File: config.mk
export PLATFORM = sky130hd
export DESIGN_NAME = adc_spi_config
export DESIGN_NICKNAME = d
export VERILOG_FILES = /design/src/rtl/adc_spi_pkg.sv /design/src/rtl/adc_spi_config_clk_div_tick.sv /design/src/rtl/adc_spi_config.sv
export SDC_FILE = /design/constraint.sdc
export NUM_CORES = 1
export LEC_CHECK = 0
export BUFFER_PORTS_ARGS = -buffer_cell sky130_fd_sc_hd__clkbuf_2
export CORE_MARGIN = 2
export CORE_UTILIZATION = 57
export DETAILED_ROUTE_END_ITERATION = 8
export GPL_ROUTABILITY_DRIVEN = 0
export GPL_TIMING_DRIVEN = 0
export PLACE_DENSITY = 0.79
export SLEW_MARGIN = 40
export SYNTH_ARGS = -nofsm -noshare
export SYNTH_HDL_FRONTEND = slang
export SYNTH_SLANG_ARGS = --single-unit
File: constraint.sdc
create_clock -name i_clock -period 3.48 [get_ports i_clock]
set_input_delay 0.348 -clock i_clock [delete_from_list [all_inputs] [get_ports i_clock]]
set_output_delay 0.348 -clock i_clock [all_outputs]
set_load 0.02 [all_outputs]
File: src/rtl/adc_spi_pkg.sv
// Shared definitions for the dual-ADC SPI configuration port: FSM encoding,
// frame geometry and the frame builder.
package adc_spi_pkg;

    typedef enum logic [1:0] {
        ST_IDLE  = 2'd0,
        ST_SETUP = 2'd1,
        ST_SHIFT = 2'd2,
        ST_GAP   = 2'd3
    } spi_state_t;

    localparam int FRAME_W  = 24;
    localparam int RW_BIT   = 23;
    localparam int ADDR_MSB = 20;
    localparam int ADDR_LSB = 8;
    localparam int DATA_MSB = 7;
    localparam int DATA_LSB = 0;
    localparam int TURN_BIT = 8;

    // Reads carry a zero data field; the ADC drives those bit slots instead.
    function automatic logic [FRAME_W-1:0] build_frame(input logic        rw,
                                                       input logic [12:0] addr,
                                                       input logic [7:0]  wdata);
        logic [FRAME_W-1:0] f;
        f = '0;
        f[RW_BIT]            = rw;
        f[ADDR_MSB:ADDR_LSB] = addr;
        f[DATA_MSB:DATA_LSB] = rw ? 8'h00 : wdata;
        return f;
    endfunction

endpackage

File: src/rtl/adc_spi_config_clk_div_tick.sv
// Half-period timer: down-counter that emits a one-cycle tick every DIV
// enabled cycles; clr restarts the period so the first tick is DIV cycles out.
module clk_div_tick #(
    parameter int DIV = 5
) (
    input  logic clk,
    input  logic rst,
    input  logic en,
    input  logic clr,
    output logic tick
);

    localparam logic [7:0] RELOAD = 8'(DIV - 1);

    logic [7:0] cnt;

    always_ff @(posedge clk or posedge rst) begin
        if (rst) begin
            cnt <= '0;
        end else if (clr) begin
            cnt <= RELOAD;
        end else if (en) begin
            if (cnt == 8'd0) cnt <= RELOAD;
            else             cnt <= cnt - 8'd1;
        end
    end

    assign tick = en && (cnt == 8'd0);

endmodule

File: src/rtl/adc_spi_config.sv
// 3-wire SPI master that writes/reads configuration registers of two ADCs
// sharing SCLK/SDIO, with separate active-low chip selects.
//
// state    | meaning
// ---------+--------------------------------------------------------------
// ST_IDLE  | pins at idle levels, waiting for an accepted start
// ST_SETUP | CSB low, SCLK low, bit 23 on SDIO for one half-period
// ST_SHIFT | 24 bits, each SCLK high half then low half
// ST_GAP   | CSB high, idle pin levels for two half-periods
module adc_spi_config
    import adc_spi_pkg::*;
#(
    parameter int   CLK_DIV   = 5,
    parameter logic IDLE_SCLK = 1'b1,
    parameter logic IDLE_SDIO = 1'b0
) (
    input  logic        i_clock,
    input  logic        i_RESET,
    input  logic        i_start,
    input  logic        i_rw,
    input  logic [1:0]  i_sel,
    input  logic [12:0] i_addr,
    input  logic [7:0]  i_wdata,
    input  logic        i_sdio,
    output logic        o_sclk,
    output logic        o_sdio,
    output logic        o_sdio_oe,
    output logic        o_csb_a,
    output logic        o_csb_b,
    output logic        o_busy,
    output logic        o_done,
    output logic [7:0]  o_rdata
);

    localparam logic [4:0] FIRST_IDX = 5'(RW_BIT);
    localparam logic [4:0] TURN_IDX  = 5'(TURN_BIT);

    spi_state_t         state;
    logic [FRAME_W-1:0] frame;
    logic               rw_q;
    logic [4:0]         bit_idx;
    logic               phase_low;
    logic [7:0]         rx_shift;
    logic [1:0]         sdio_sync;
    logic               accept;
    logic               tick;

    // Reading from both ADCs at once would short their SDIO drivers.
    assign accept = (state == ST_IDLE) && i_start && (i_sel != 2'b00) &&
                    !(i_rw && (i_sel == 2'b11));

    clk_div_tick #(.DIV(CLK_DIV)) u_tick (
        .clk  (i_clock),
        .rst  (i_RESET),
        .en   (state != ST_IDLE),
        .clr  (accept),
        .tick (tick)
    );

    always_ff @(posedge i_clock or posedge i_RESET) begin
        if (i_RESET) sdio_sync <= '0;
        else         sdio_sync <= {sdio_sync[0], i_sdio};
    end

    always_ff @(posedge i_clock or posedge i_RESET) begin
        if (i_RESET) begin
            state     <= ST_IDLE;
            frame     <= '0;
            rw_q      <= 1'b0;
            bit_idx   <= '0;
            phase_low <= 1'b0;
            rx_shift  <= '0;
            o_sclk    <= IDLE_SCLK;
            o_sdio    <= IDLE_SDIO;
            o_sdio_oe <= 1'b1;
            o_csb_a   <= 1'b1;
            o_csb_b   <= 1'b1;
            o_busy    <= 1'b0;
            o_done    <= 1'b0;
            o_rdata   <= '0;
        end else begin
            o_done <= 1'b0;
            case (state)
                ST_IDLE: begin
                    if (accept) begin
                        state     <= ST_SETUP;
                        frame     <= build_frame(i_rw, i_addr, i_wdata);
                        rw_q      <= i_rw;
                        bit_idx   <= FIRST_IDX;
                        phase_low <= 1'b0;
                        o_busy    <= 1'b1;
                        o_sclk    <= 1'b0;
                        o_sdio    <= i_rw;
                        o_sdio_oe <= 1'b1;
                        o_csb_a   <= ~i_sel[0];
                        o_csb_b   <= ~i_sel[1];
                    end
                end
                ST_SETUP: begin
                    if (tick) begin
                        state     <= ST_SHIFT;
                        phase_low <= 1'b0;
                        o_sclk    <= 1'b1;
                    end
                end
                ST_SHIFT: begin
                    if (tick) begin
                        if (!phase_low) begin
                            // Falling edge: present the next bit, release SDIO
                            // after the header, capture read data before it.
                            phase_low <= 1'b1;
                            o_sclk    <= 1'b0;
                            if (bit_idx != 5'd0)
                                o_sdio <= frame[bit_idx - 5'd1];
                            if (rw_q && (bit_idx == TURN_IDX))
                                o_sdio_oe <= 1'b0;
                            if (rw_q && (bit_idx < TURN_IDX))
                                rx_shift <= {rx_shift[6:0], sdio_sync[1]};
                        end else if (bit_idx == 5'd0) begin
                            state     <= ST_GAP;
                            phase_low <= 1'b0;
                            o_csb_a   <= 1'b1;
                            o_csb_b   <= 1'b1;
                            o_sclk    <= IDLE_SCLK;
                            o_sdio    <= IDLE_SDIO;
                            o_sdio_oe <= 1'b1;
                        end else begin
                            bit_idx   <= bit_idx - 5'd1;
                            phase_low <= 1'b0;
                            o_sclk    <= 1'b1;
                        end
                    end
                end
                ST_GAP: begin
                    if (tick) begin
                        if (!phase_low) begin
                            phase_low <= 1'b1;
                        end else begin
                            state     <= ST_IDLE;
                            phase_low <= 1'b0;
                            o_busy    <= 1'b0;
                            o_done    <= 1'b1;
                            if (rw_q) o_rdata <= rx_shift;
                        end
                    end
                end
                default: state <= ST_IDLE;
            endcase
        end
    end

endmodule

# After elaboration in Yosys (flattened, before gate mapping)
# Cells that the tools add are included.
# totals
register_bits,64
wordCells,121
# classes
n_lt_le_gt_ge,2
bitwise_logic,3
n_reduce_logical,30
n_eq_ne,17
add_sub_neg,2
muxes,51
# ops
cell,n
8-bit 2-to-1 mux,4
1-bit 2-to-1 mux,26
5-bit 2-to-1 mux,4
5-bit AND reduction,4
2-bit != test (second input constant),8
4-bit AND reduction,4
2-bit 2-to-1 mux,7
1-bit one-hot mux with 2 select lines,5
5-bit one-hot mux with 2 select lines,1
2-bit nonzero test,5
3-bit != test (second input constant),3
8-bit logical NOT,1
2-bit one-hot mux with 4 select lines,1
8-bit by 1-bit subtractor with 8-bit output (second input constant),1
1-bit logical AND,7
7-bit AND reduction,1
2-bit == test (second input constant),3
5-bit by 6-bit < comparator with 1-bit output (second input constant),1
1-bit one-hot mux with 3 select lines,2
1-bit binary-select mux with 5-bit select,1
5-bit by 4-bit == test with 1-bit output (second input constant),1
5-bit logical NOT,1
5-bit by 4-bit < comparator with 1-bit output (second input constant),1
5-bit nonzero test,1
other kinds (10),12

# Logic depth before layout (Yosys ltp)
# Gate-level depths: netlist of run 1.
# logic_depth
depth_word,7
mapped_depth,9
ltp_nobuf,7

# Cells and area by module
# A second synthesis of run 1 with hierarchy kept.
# unflattened
hier_cells,295
hier_area_um2,3106.7
# modules_own_cells
module,cells_per_inst,area_per_inst_um2,n_inst
adc_spi_config,242,2608.8,1
clk_div_tick,53,498.0,1

# Least setup slack after synthesis of run 1
# Ideal clock, no wire load.
# synth_timing
kind,register to register
start,reg bit_idx[0]
end,reg o_sdio
synth_period_minus_slack_ns,2.480
path_stages_with_launch,9
required_ns,3.359
setup_time_ns,0.121
arrival_time_ns,2.359
path_buffers,1
slack_ns,1.000
path_cell_list,dfrtp_1 -> clkbuf_1 -> inv_1 -> ha_1 -> xor2_1 -> mux4_2 -> mux2i_1 -> o2111ai_1 -> a22o_1
# synth_between
elab_chain_cells,7
word_cells_on_any_way,12
classes_between,add/sub: 1; eq/ne: 2; mux: 6; reduce/logical: 3
# synth_rtl
item,line_no,source
"start, declared",adc_spi_config.sv:41,logic [4:0] bit_idx;
"start signal, assigned",adc_spi_config.sv:128,bit_idx <= bit_idx - 5'd1;
5-bit by 1-bit subtractor with 5-bit output,adc_spi_config.sv:114,o_sdio <= frame[bit_idx - 5'd1];
1-bit binary-select mux with 5-bit select,adc_spi_config.sv:114,
1-bit 2-to-1 mux (not written as such),adc_spi_config.sv:114,
1-bit 2-to-1 mux,adc_spi_config.sv:113,if (bit_idx != 5'd0)
1-bit 2-to-1 mux,adc_spi_config.sv:108,if (!phase_low) begin
1-bit 2-to-1 mux,adc_spi_config.sv:107,if (tick) begin
1-bit one-hot mux with 2 select lines,adc_spi_config.sv:83,case (state)
"end signal, assigned",adc_spi_config.sv:93,o_sdio <= i_rw;
"end signal, assigned",adc_spi_config.sv:114,
"end, declared",adc_spi_config.sv:26,"output logic o_sdio,"
# Several ways; a longest one is shown, not always the timed one. The select of a mux whose other input is x is not followed.
# A chain may end at the register's enable or synchronous reset.

# Worst setup path in the final report of run 1
# layout_timing
start,reg bit_idx[0]
end,reg bit_idx[3]
# layout_between
elab_chain_cells,5
word_cells_on_any_way,8
classes_between,add/sub: 1; eq/ne: 1; mux: 4; reduce/logical: 2
# layout_rtl
item,line_no,source
5-bit by 1-bit subtractor with 5-bit output,adc_spi_config.sv:128,
5-bit 2-to-1 mux,adc_spi_config.sv:119,end else if (bit_idx == 5'd0) begin
5-bit 2-to-1 mux,adc_spi_config.sv:108,
5-bit 2-to-1 mux,adc_spi_config.sv:107,
5-bit one-hot mux with 2 select lines,adc_spi_config.sv:83,
# Several ways; a longest one is shown, not always the timed one. The select of a mux whose other input is x is not followed.

==> results of run 1 <==
==> per-layer routing <==
metal / global-route usage [%] / vias to the layer above / part of all wire, %
li1: - / 1139 / -
met1: 33.9 / 1191 / 44
met2: 38.4 / 90 / 48
met3: 4.48 / 10 / 6.7
met4: 7.02 / 0 / 1.1
met5: 0 / - / 0
==> repair_timing <==
| item | CTS | global route |
|---|---|---|
| endpoints found under the hold margin | 22 | 0 |
| hold buffers | 1 | 0 |
| setup buffers | 0 | 0 |
| resized for setup | 0 | 0 |
==> area by class of cell <==
| cell class | count | area, um^2 | area share, % |
|---|---|---|---|
| Multi-Input combinational cell | 205 | 1440 | 39.1 |
| Clock inverter | 5 | 81.3 | 2.21 |
| Timing Repair Buffer | 44 | 240 | 6.54 |
| Tap cell | 70 | 87.6 | 2.38 |
| Sequential cell | 63 | 1580 | 43.0 |
| Clock buffer | 11 | 141 | 3.85 |
| Inverter | 11 | 43.8 | 1.19 |
| Buffer | 15 | 63.8 | 1.74 |
==> through the flow <==
step	instance area (um^2)	hold WS [ns]	power (mW)
floorplan	3120	0.331	0.759
global placement	3420	0.332	0.779
detailed placement	3440	0.311	0.783
CTS	3680	0.103	1.49
global route	3680	0.0979	1.53
finish	3680	0.118	1.49
==> where the power goes <==
part           switching, mW  internal (mW)
registers           0.000349          0.733
clock network          0.294          0.423
logic                 0.0211         0.0144
==> sequential cells by signal, summed over array words and instances, names as in the netlist, 2 cells and up <==
register	cells
sdio_sync	2
bit_idx	5
o_rdata	8
u_tick.cnt	8
rx_shift	8
frame	22
state	2
==> worst max-delay path by stage <==
stage,start,end,cells past startpoint
2_1_floorplan,bit_idx[0]$_DFFE_PP0P_,o_sdio$_DFFE_PP0P_,8
3_3_place_gp,bit_idx[0]$_DFFE_PP0P_,o_sdio$_DFFE_PP0P_,8
3_5_place_dp,bit_idx[0]$_DFFE_PP0P_,o_sdio$_DFFE_PP0P_,8
4_1_cts,bit_idx[0]$_DFFE_PP0P_,o_sdio$_DFFE_PP0P_,8
5_1_grt,bit_idx[0]$_DFFE_PP0P_,o_sdio$_DFFE_PP0P_,8
6_report,bit_idx[0]$_DFFE_PP0P_,bit_idx[3]$_DFFE_PP0P_,8
==> cells in the final DEF, fill, tap and decap left out, drive strengths merged, types with 4 or more instances in the layout <==
cell type,Yosys,final
nor2,17,17
o31ai,4,4
inv,11,11
xor2,6,6
nand2,54,54
mux2,19,19
o21ai,12,12
or3,4,4
nor3,6,6
nand2b,5,5
nand3,4,4
dfstp,4,4
dfrtp,59,59
a22o,10,10
ha,7,7
mux4,5,5
clkbuf,11,64
buf,4,5
a21oi,9,9
==> kinds of logic (layout without fill, tap and decap cells) <==
kind of cell    Yosys count  after routing
flops                    63             63
fa+ha+maj                 7              7
compound gates           52             52
mux                      27             27
simple gates            110            110
xor+xnor                  9              9
buf+inv                  26             86
==> impl_metrics.toml, run 1 <==
[floorplanning]
ios = 43
dieArea_mm2 = 0.00609
start_util_pct = 60.0
rows = 26
dieHeight_um = 78.0
die_width_um = 78.0
core_mm2 = 0.00520

[sta]
fmax_ghz = 0.343
finalSetupViolCount = 0
slew_headroom_pct = 43.7
setup_ws_ns = 0.562
min_period_ns = 2.92
finalMaxSlewViolations = 0
worst_clock_skew_ns = 0.0107
tightest_slew_ns = 0.833
post-route-period-util_pct = 83.9
hold_violations = 0
rsz0062_at_grt = "no"
finalSetupTns_ns = 0

[worst_hold_path]
min_from = "i_sdio"
min_path_type = "primary input to flop"
min_delay_worst_endpoint = "sdio_sync[0]$_DFF_PP0_"
worstHoldPathCells = 1

[setup_path]
crit_path_start_kind = "flop"
slowest_stage = "nor4b_1"
path_cells = "clkbuf_1 > inv_1 > ha_1 > nor4b_1 > nor3_1 > o2bb2ai_1 > o21ai_0 > a22o_1"
crit_arrival_ns = 3.14
reg2reg_to = "bit_idx[3]$_DFFE_PP0P_"
end_kind = "flop"
worst_ep_required_time_ns = 3.70
reg2reg_depth = 8
max_stage_delay_ns = 0.72
r2r_slack_ns = 0.56
crit_buf_inv = 2
crit_fanout = 10
crit_type = "flop to flop"
r2r_start = "bit_idx[0]$_DFFE_PP0P_"
path_delay_family = "compound AO/OA/AOI/OAI gates"

[cells_and_area]
postLayoutCoreUtil_pct = 70.6
antenna_cells = 0
nFillCells = 406
nets = 384
fin_cells = 424
area_growth_pct = 17.7
layout-drive-gt1-share_pct = 28.0

[clock_network]
h-tree-depth = 3
clkTransAtPathRegs_ns = 0.07
cts_max_path_buffers = 2
cts.root.buffer_cell = "clkbuf_8"
cts_tree = "built"
numCtsBuffers = 9
numClockSinks = 63
insertion_delay_ns = 0.34

[logic_synthesis]
synth_cells = 294
syn_nets = 329
synthFlopType = "dfrtp_1"
synth_cell_type_count = 50
yosysTopAreaCell = "dfrtp_1"
synth_xor_area_share_pct = 2.52
ys_top_cells_by_area = "dfrtp_1 (47%), mux2_2 (6.9%), nand2_1 (6.5%)"
synth-compound-area-share_pct = 11.5
synth_top_area_share_pct = 47.3
synth_area_mm2 = 0.00312
synth_common_cells = "dfrtp_1 (59), nand2_1 (54), mux2_2 (19)"
syn_area_per_cell_um2 = 10.6
synth_warnings = 0
muxShareOfSynthArea_pct = 11.4
ys_seq_elements = 63
synthAdderAreaFrac_pct = 2.80
synth-simple-area-share_pct = 17.7
synth_top_family_by_area = "simple AND/OR/NAND/NOR gates"
async_flop_share_pct = 100
synth_edf_count = 0
synth_most_common_cell = "dfrtp_1"
ys_seq_area_share_pct = 50.6

[global_route]
grt_overflow = 0
grt_pass1_vias = 2378
grt_pass1_wl_mm = 11.4
antenna_found_initial = 0
grt_use_total_pct = 24.0
grt_max_degree = 42

[placed_design]
dp_cells = 407
hpwlAfterDp_mm = 4.74
pre_cts_slack_ns = 0.590
portBuffers = 42

[drt]
antenna_left = 0
vias_per_cell = 5.73
drc = 0
routed_wl_mm = 6.70
dr.pass1.iters = 6
wire_per_inst_um = 15.8
drt-initial-drc-count = 204
routed-via-count = 2430

[power]
power_density_mw_per_mm2 = 404
p_leak_nw = 1.80
ir_drop_mv = 0.345

[status]
status = "complete, no violations"

[job]
max_cap_viol_count = 0
No activity file was read; power rests on OpenSTA's default activity.
==> inputs of run 2 (changes only) <==
- clock period: 3.48 -> 3.02 ns (I/O delays scaled with it)
==> run 2 against run 1 <==
Compared with the run above:
- critical path depth stayed put
- final cell count unchanged
- wire length increased by 0.33%
- setup slack lost 0.25 ns
- critical endpoint is now bit_idx[4]$_DFFE_PP0P_
- largest power group unchanged
==> impl_metrics.toml, run 2 (synthesized netlist as in run 1, its figures left out) <==
[setup_path]
r2r_slack_ns = 0.31
crit_fanout = 8
crit_type = "flop to flop"
crit_path_start_kind = "flop"
worst_ep_required_time_ns = 3.21
crit_arrival_ns = 2.90
end_kind = "flop"

[global_route]
antenna_found_initial = 0
grt_max_degree = 42
grt_use_total_pct = 24.0
grt_pass1_wl_mm = 11.4
grt_pass1_vias = 2378
grt_overflow = 0

[drt]
routed_wl_mm = 6.73
vias_per_cell = 5.73
drc = 0
drt-initial-drc-count = 176
wire_per_inst_um = 15.9
dr.pass1.iters = 4
routed-via-count = 2431
antenna_left = 0

[sta]
finalSetupViolCount = 0
worst_clock_skew_ns = 0.0114
post-route-period-util_pct = 89.8
rsz0062_at_grt = "no"
fmax_ghz = 0.369
finalMaxSlewViolations = 0
finalSetupTns_ns = 0
hold_violations = 0
tightest_slew_ns = 0.737
slew_headroom_pct = 50.6
min_period_ns = 2.71
setup_ws_ns = 0.308

[floorplanning]
ios = 43
dieArea_mm2 = 0.00609
core_mm2 = 0.00520
dieHeight_um = 78.0
start_util_pct = 60.0
rows = 26
die_width_um = 78.0

[cells_and_area]
top_register = "frame"
layout-drive-gt1-share_pct = 28.8
final_cell_mix = "dfrtp_1 (59), nand2_1 (54), clkbuf_2 (43)"
area_growth_pct = 18.2
nets = 384
largest_reg_flops = 22
antenna_cells = 0
nFillCells = 402
postLayoutCoreUtil_pct = 70.9
final_common_cell = "dfrtp_1"

[power]
netSwitchingPower_mw = 0.363
ir_drop_mv = 0.397
p_comb_share_pct = 2.4
p_clk_share_pct = 48.2
power_density_mw_per_mm2 = 464
p_seq_share_pct = 49.4
p_leak_nw = 1.80
total_power_mw = 1.71
p_int_mw = 1.35
p_sw_share_pct = 21.2

[placed_design]
hpwlAfterDp_mm = 4.74
portBuffers = 42
pre_cts_slack_ns = 0.130

[job]
max_cap_viol_count = 0

[clock_network]
insertion_delay_ns = 0.34
numClockSinks = 63
h-tree-depth = 3
post_cts_buffers = 0
cts_max_path_buffers = 2
cts_tree = "built"
numCtsBuffers = 9
cts.root.buffer_cell = "clkbuf_8"
clkTransAtPathRegs_ns = 0.08

[worst_hold_path]
min_path_type = "primary input to flop"

[status]
status = "complete, no violations"
## run 2: cell counts in the layout (fill, tap and decap cells not counted)
Identical to the previous run, type by type.
## run 2: path summary, 6_finish.rpt
path / startpoint / endpoint / depth (start not counted)
worst max-delay path: state[0]$_DFFE_PP0P_ / bit_idx[4]$_DFFE_PP0P_ / 8
worst min-delay path: i_sdio / sdio_sync[0]$_DFF_PP0_ / 1
worst max register to register: state[0]$_DFFE_PP0P_ / bit_idx[4]$_DFFE_PP0P_ / 8
worst min register to register: sdio_sync[0]$_DFF_PP0_ / sdio_sync[1]$_DFF_PP0_ / 0
max in group asynchronous: i_RESET / o_sclk$_DFFE_PP1P_ / 4
min in group asynchronous: i_RESET / o_rdata[3]$_DFFE_PP0P_ / 3
## run 2: power groups by stage
stage	registers, mW	logic (mW)	clock network [mW]
2_1_floorplan	0.861	0.0132	0
3_3_place_gp	0.861	0.0360	0
3_5_place_dp	0.861	0.0405	0
4_1_cts	0.845	0.0421	0.833
5_1_grt	0.845	0.0468	0.877
6_report	0.845	0.0408	0.826
## run 2: what timing repair did
action,4_1_cts,5_1_grt
setup endpoints to repair,0,5
hold buffers,1,0
gates resized for setup,0,4
hold endpoints to repair,22,0
## run 2: cell type report
type	count	area [um^2]	share of cell area [%]
plain buffers	15	65.1	1.76
clock inverters	5	81.3	2.20
repair buffers	44	240	6.51
flip-flops and latches	63	1580	42.8
clock buffers	11	141	3.83
multi-input cells	205	1450	39.3
inverters	11	43.8	1.19
well taps	70	87.6	2.37
## run 2: critical path, stage by stage, from the launching register on
cell     delay, ns
dfrtp_1       0.39
inv_1         0.09
ha_1          0.21
buf_6         0.13
or3b_2        0.53
nor3_1        0.56
nand2_1       0.18
o41ai_1       0.31
o21ai_0       0.17
## run 2: metal layers
| metal | vias up | part of all wire [%] | track usage (%) |
|---|---|---|---|
| li1 | 1136 | - | - |
| met1 | 1205 | 46 | 33.9 |
| met2 | 80 | 48 | 38.4 |
| met3 | 10 | 5.3 | 4.48 |
| met4 | 0 | 1.2 | 7.02 |
| met5 | - | 0 | 0 |
## run 2: through the flow
| stage | cell area, um^2 | hold WS (ns) | cells |
|---|---|---|---|
| final | 3690 | 0.0701 | 424 |
| after global routing | 3690 | 0.0519 | 424 |
| after CTS | 3680 | 0.0575 | 424 |
| after detailed placement | 3440 | 0.265 | 407 |
| after global placement | 3420 | 0.332 | 406 |
| after floorplan | 3120 | 0.331 | 294 |
